**config.mk**
```make
export PLATFORM = sky130hd
export DESIGN_NAME = demux_1x2_bit32_fifo
export DESIGN_NICKNAME = d
export VERILOG_FILES = /design/src/rtl/demux_1x2_bit32_fifo.sv
export SDC_FILE = /design/constraint.sdc
export NUM_CORES = 1
export LEC_CHECK = 0
export CAP_MARGIN = 10
export CORE_ASPECT_RATIO = 0.8
export CORE_MARGIN = 5
export CORE_UTILIZATION = 50
export DETAILED_ROUTE_END_ITERATION = 12
export PLACE_DENSITY = 0.8
export SLEW_MARGIN = 20
export SYNTH_ARGS = -nofsm -noshare
export SYNTH_HDL_FRONTEND = slang
export SYNTH_HIERARCHICAL = 1
export SYNTH_SLANG_ARGS = --single-unit
```
**constraint.sdc**
```tcl
create_clock -name clk -period 4.6 [get_ports clk]
set_input_delay 0.92 -clock clk [delete_from_list [all_inputs] [get_ports clk]]
set_output_delay 0.92 -clock clk [all_outputs]
set_load 0.1 [all_outputs]
```
**src/rtl/demux_1x2_bit32_fifo.sv**
```systemverilog
// 1-to-2 valid/ready demultiplexer. Each output port has its own small FIFO,
// so a stalled consumer on one port never blocks words routed to the other.

module demux_port_fifo #(
  parameter int WIDTH = 32,
  parameter int DEPTH = 2,
  parameter int CNT_W = 16
) (
  input  logic             clk,
  input  logic             rst_n,
  input  logic             push,
  input  logic [WIDTH-1:0] wdata,
  input  logic             pop,
  output logic             full,
  output logic             valid,
  output logic [WIDTH-1:0] rdata,
  output logic [CNT_W-1:0] cnt
);
  localparam int AW = $clog2(DEPTH);

  logic [DEPTH-1:0][WIDTH-1:0] mem;
  logic [AW-1:0]               wptr, rptr;
  logic [AW:0]                 occ;
  logic                        do_pop;

  assign full   = (occ == (AW+1)'(DEPTH));
  assign valid  = (occ != '0);
  assign rdata  = mem[rptr];
  assign do_pop = pop & valid;

  // DEPTH is a power of two, so pointers wrap by natural overflow.
  always_ff @(posedge clk or negedge rst_n) begin
    if (!rst_n) begin
      mem  <= '0;
      wptr <= '0;
      rptr <= '0;
      occ  <= '0;
      cnt  <= '0;
    end else begin
      if (push) begin
        mem[wptr] <= wdata;
        wptr      <= wptr + 1'b1;
        cnt       <= cnt + 1'b1;
      end
      if (do_pop)
        rptr <= rptr + 1'b1;
      case ({push, do_pop})
        2'b10:   occ <= occ + 1'b1;
        2'b01:   occ <= occ - 1'b1;
        default: occ <= occ;
      endcase
    end
  end
endmodule

module demux_1x2_bit32_fifo #(
  parameter int WIDTH = 32,
  parameter int DEPTH = 2,
  parameter int CNT_W = 16
) (
  input  logic             clk,
  input  logic             rst_n,
  input  logic             in_valid,
  output logic             in_ready,
  input  logic             in_sel,
  input  logic [WIDTH-1:0] in_data,
  output logic             out0_valid,
  input  logic             out0_ready,
  output logic [WIDTH-1:0] out0_data,
  output logic             out1_valid,
  input  logic             out1_ready,
  output logic [WIDTH-1:0] out1_data,
  output logic [CNT_W-1:0] cnt0,
  output logic [CNT_W-1:0] cnt1
);
  logic [1:0]             full, valid, push, pop;
  logic [1:0][WIDTH-1:0]  rdata;
  logic [1:0][CNT_W-1:0]  cnt;

  // Ready looks only at the selected FIFO's registered fullness, never at the
  // consumer's ready, so a full FIFO refuses a word even while being popped.
  assign in_ready = !full[in_sel];
  assign pop      = {out1_ready, out0_ready};

  for (genvar p = 0; p < 2; p++) begin : g_port
    assign push[p] = in_valid & in_ready & (in_sel == 1'(p));
    demux_port_fifo #(
      .WIDTH(WIDTH),
      .DEPTH(DEPTH),
      .CNT_W(CNT_W)
    ) u_fifo (
      .clk   (clk),
      .rst_n (rst_n),
      .push  (push[p]),
      .wdata (in_data),
      .pop   (pop[p]),
      .full  (full[p]),
      .valid (valid[p]),
      .rdata (rdata[p]),
      .cnt   (cnt[p])
    );
  end

  assign out0_valid = valid[0];
  assign out1_valid = valid[1];
  assign out0_data  = rdata[0];
  assign out1_data  = rdata[1];
  assign cnt0       = cnt[0];
  assign cnt1       = cnt[1];
endmodule

```
Word level (Yosys, flattened, before mapping)
Cells that the tools add are included.
Widths: inputs -> output; s select.
{"block": "op_classes", "n_reduce_logical": 7, "n_lt_le_gt_ge": 7, "n_mux": 14, "eq_ne": 6, "add_sub_neg": 10, "bitwise_logic": 6}
{"op": "$mux 32", "n": 6}
{"op": "$bwmux 64", "n": 2}
{"op": "$demux 32 s1", "n": 2}
{"op": "$add 16x1->16 const B", "n": 2}
{"op": "$lt 1x2->1 const B", "n": 5}
{"op": "$eq 2x2->1 const B", "n": 4}
{"op": "$pmux 2 s2", "n": 2}
{"op": "$reduce_bool 2->1", "n": 4}
{"op": "$and 1x1->1", "n": 5}
{"op": "$add 1x1->1 const B", "n": 4}
{"op": "$add 2x1->2 const B", "n": 2}
{"op": "$eq 2x1->1 const B", "n": 2}
{"op": "$sub 2x1->2 const B", "n": 2}
{"op": "$ge 1x1->1 const B", "n": 2}
{"op": "$logic_and 1x1->1", "n": 2}
{"op": "$mux 1", "n": 2}
{"op": "$logic_not 1->1", "n": 1}
{"op": "$not 1->1", "n": 1}
{"block": "word_totals", "elab_cells": 62, "in_bits": 38, "register_bits": 168, "out_inout_bits": 99}

Depth between registers and ports, before layout
{"block": "depth", "word_depth": 8, "depth_mapped": 8, "depth_no_buf": 7}

Modules after synthesis
The synthesis kept the hierarchy.
{"mod": "demux_port_fifo at g_port[1].u_fifo", "area_per_inst_um2": 3704.8, "seq_area_each_um2": 2102.0, "cells_each": 248, "n_inst": 1}
{"mod": "demux_port_fifo at g_port[0].u_fifo", "area_per_inst_um2": 3689.8, "seq_area_each_um2": 2102.0, "cells_each": 245, "n_inst": 1}
{"mod": "demux_1x2_bit32_fifo", "area_per_inst_um2": 26.3, "seq_area_each_um2": 0.0, "cells_each": 3, "n_inst": 1}

Worst setup path before layout
OpenSTA, ideal clock, no wires.
{"block": "synth_timing", "kind": "input port to output port", "start": "input in_sel", "end": "output in_ready", "arrival_ns": 2.501, "slack_ns": 1.179, "path_buffers": 0, "t_required_ns": 3.680, "path_stages": 1, "path_cell_list": "mux2i_1"}
{"block": "synth_via", "elab_chain_len": 3}
{"item": "from (decl)", "line_no": "65", "text": "input logic in_sel,"}
{"item": "$mux 1 (not written as such) (2 in series)", "line_no": "82", "text": "assign in_ready = !full[in_sel];"}
{"item": "$logic_not 1->1", "line_no": "82"}
{"item": "to (decl)", "line_no": "64", "text": "output logic in_ready,"}
Every way passes these cells. The select of a mux whose other input is x is not followed.

Worst setup path after layout
{"block": "layout_timing", "start": "register g_port[0].u_fifo.rptr", "end": "output out0_data[19]"}
{"block": "layout_via", "elab_chain_len": 2}
{"item": "from (decl)", "line_no": "22", "text": "logic [AW-1:0] wptr, rptr;"}
{"item": "from (signal assigned)", "line_no": "46", "text": "rptr <= rptr + 1'b1;"}
{"item": "$mux 32 (not written as such) (2 in series)", "line_no": "28", "text": "assign rdata = mem[rptr];"}
{"item": "to (decl)", "line_no": "69", "text": "output logic [WIDTH-1:0] out0_data,"}
Every way passes these cells. The select of a mux whose other input is x is not followed.

==> out/qor_table.md <==
| Parameter | Reported |
|---|---|
| Maximum clock path buffer count | 2 |
| Clock buffers created by TritonCTS | 17 |
| Required time worst endpoint | 3680 ps |
| Top post-synthesis cells by count | mux2_2 (181), dfrtp_1 (168), xor2_1 (25) |
| Clock H-tree levels | 4 |
| Cells taking the most area after synthesis | dfrtp_1 (57%), mux2_2 (27%), xor2_1 (3.0%), mux2_1 (2.0%), xnor2_1 (1.8%) |
| Clock slew at reported path FFs | 60 ps |
| Root cell of the clock tree | clkbuf_16 |
| Antenna Violating Nets Remaining | 0 |
| Number of buffers inserted to repair setup after CTS | 0 |
| Total of cells resized after clock tree synthesis | 0 |
| Total routing resource utilization after global routing | 0.191 |
| Port Buf Inserts | 136 |
| Maximum net fanout on the critical path | 33 |
| Hold WS | 472 ps |
| Kind of start point of the critical path | register |
| Capture instance of the worst register-to-register path | g_port[1].u_fifo/mem[18] |
| CP Cell Sequence | mux2_2 > clkdlybuf4s50_1 |
| Filler Cell Count | 1014 |
| Effective utilization at floorplan | 0.516 |
| WL met2 | 7.28 mm |
| First DRT Iteration DRCs | 210 |
| Data arrival time at the worst-slack endpoint | 2880 ps |
| Share of the clock period used by the worst path after layout | 0.827 |
| Post-Route Setup TNS | 0 ps |
| Average wire per standard cell | 19.0 µm |
| Critical path's top delay family | buffers and inverters |
| Number of distinct standard cells referenced by the synthesized netlist | 33 |
| Endpoints failing setup | 0 |
| Max_cap viols | 0 |
| Chip Width | 146 µm |
| Post-synth top area share | 0.567 |
| Number of buffer and inverter stages on the critical path | 1 |
| Routed vias | 4484 |
| Detailed Place HPWL | 10.7 mm |
| Share of post-route cells with drive strength above 1 | 0.368 |
| Number of remaining DRC errors | 0 |
| Flip-flop and latch count after synthesis | 168 |
| Placeable core region | 0.0144 mm² |
| Post-Synthesis Cell Area | 0.00742 mm² |
| CP max-delay cell | clkdlybuf4s50_1 |
| Remaining max-slew budget at the tightest pin | 0.330 |
| Met1 layer wirelength in the final routing | 7.60 mm |
| Antenna diode count | 0 |
| Async S/R FF share, synth | 1.00 |
| Highest attainable clock frequency | 0.263 GHz |
| Maximum number of pins on one net before global-route repair | 105 |
| Y dimension of the die | 119 µm |
| Wire length of the first global-routing pass | 26.6 mm |
| Capturing element type of the critical path | output pin |
| Clk Latency, worst-skew pair | 420 ps |
| Max-slew violation total from the final report | 0 |
| Worst hold endpoint | g_port[0].u_fifo/cnt[15] |
| Global placement routability congestion | 0.827 |
| Num ports | 137 |
| Hold Crit Depth | 1 |
| Total length of routed wires | 15.8 mm |
| Worst Setup Path Type | register to output pin |
| Most instantiated library cell after synthesis | mux2_2 |
| Min-delay src | g_port[0].u_fifo/cnt[15] |
| RSZ-0062 raised after global routing | false |
| Avg Inst Size Synth | 15.0 µm² |
| Worst setup slack for register-to-register paths | 2140 ps |
| Max layer used | met4 |
| Origin of the critical flop-to-flop path | g_port[1].u_fifo/occ[1] |
| Hold-fix buffers, CTS | 0 |
| Syn. warnings | 6 |
| Via density per instance | 5.40 |
| Count of final hold-check violations | 0 |
| Initial antenna violation count | 0 |
| Detailed Routing Iterations Pass 1 | 4 |
| Outcome | complete, no violations |
| Post-Syn Instances | 496 |
| Clock skew | 9.58 ps |
| Final critical-path required period | 3800 ps |
| Syn Nets | 538 |
| Slew at the pin closest to its max-slew limit | 1000 ps |
| Largest stage delay, worst path | 1150 ps |
| Count of flip-flops with a built-in enable after synthesis | 0 |
| Final net count | 676 |
| Gr ovfl total | 0 |
| DR WL met3 | 756 µm |
| Vias in the first global route | 4948 |
| Row Count | 39 |
| Ys flop type | dfrtp_1 |
| Worst reg-to-reg path cell count | 6 |
| Cell type with the largest total area after synthesis | dfrtp_1 |
| Worst Hold Class | register to register |
| Die footprint | 0.0174 mm² |
| CTS tree | built |
| Number of sinks on the clock net | 168 |
| Sequential area share after synthesis | 0.567 |
| P&R area growth vs syn | 27.2% |
## per-layer routing
layer / up-vias / global-route usage
met4: 0 / 0.0458
met5: - / 0
met1: 2305 / 0.275
met3: 17 / 0.0558
met2: 129 / 0.288
li1: 2033 / -
## worst max path at each step
stage	endpoint	slack (ps)	start	cells past startpoint
2_1_floorplan	in_ready	1180	in_sel	1
6_report	out0_data[19]	800	g_port[0].u_fifo/rptr	2
4_1_cts	out0_data[19]	770	g_port[0].u_fifo/rptr	2
3_5_place_dp	out0_data[19]	1240	g_port[0].u_fifo/rptr	2
3_3_place_gp	out0_data[30]	1290	g_port[0].u_fifo/rptr	2
5_1_grt	out0_data[19]	710	g_port[0].u_fifo/rptr	2
## sequential cells by signal, summed over array words and instances (netlist names)
signal,flops
g_port.u_fifo/wptr,2
g_port.u_fifo/occ,4
g_port.u_fifo/cnt,32
g_port.u_fifo/rptr,2
g_port.u_fifo/mem,128
## cells by family (layout without fill, tap and decap cells)
group                      after synthesis  in the layout  share of synthesized area
xor gates and xnor gates                40             40                     0.0472
muxes                                  195            195                      0.296
adders and majority gates                4              4                    0.00674
buffers and inverters                   27            178                     0.0270
and+or+nand+nor                         62             62                     0.0568
DFF                                    168            168                      0.567
## stage by stage
step / std cells / worst slack [ps] / instance area [µm²] / util
floorplan: 496 / 1180 / 7420 / -
global placement: 799 / 1290 / 8870 / 0.616
detailed placement: 799 / 1240 / 8870 / 0.616
CTS: 831 / 771 / 9440 / 0.656
global route: 831 / 713 / 9440 / 0.656
finish: 831 / 795 / 9440 / 0.656
## placed cells by master (no fill, tap or decap), types with 5 or more instances in the layout
| master | count |
|---|---|
| clkbuf_1 | 5 |
| buf_4 | 8 |
| clkbuf_16 | 17 |
| dfrtp_1 | 166 |
| clkdlybuf4s50_1 | 133 |
| nor4_2 | 5 |
| nor2_1 | 9 |
| nand3_1 | 5 |
| mux2_1 | 13 |
| nand2_1 | 8 |
| xnor2_1 | 15 |
| xor2_1 | 25 |
| mux2_2 | 181 |
| nand4_1 | 9 |
## final cells by class
class                           count  area (µm²)  area share
Clock buffer                       24         472      0.0500
Clock inverter                      8        96.3      0.0102
Inverter                            4        15.0     0.00159
Multi-Input combinational cell    301        3020       0.320
Sequential cell                   168        4210       0.446
Tap cell                          184         230      0.0244
Timing Repair Buffer              142        1400       0.149
Power is left out: the tool's default activity adds up to more than one toggle a clock period on the data nets, which glitch-free logic cannot reach.
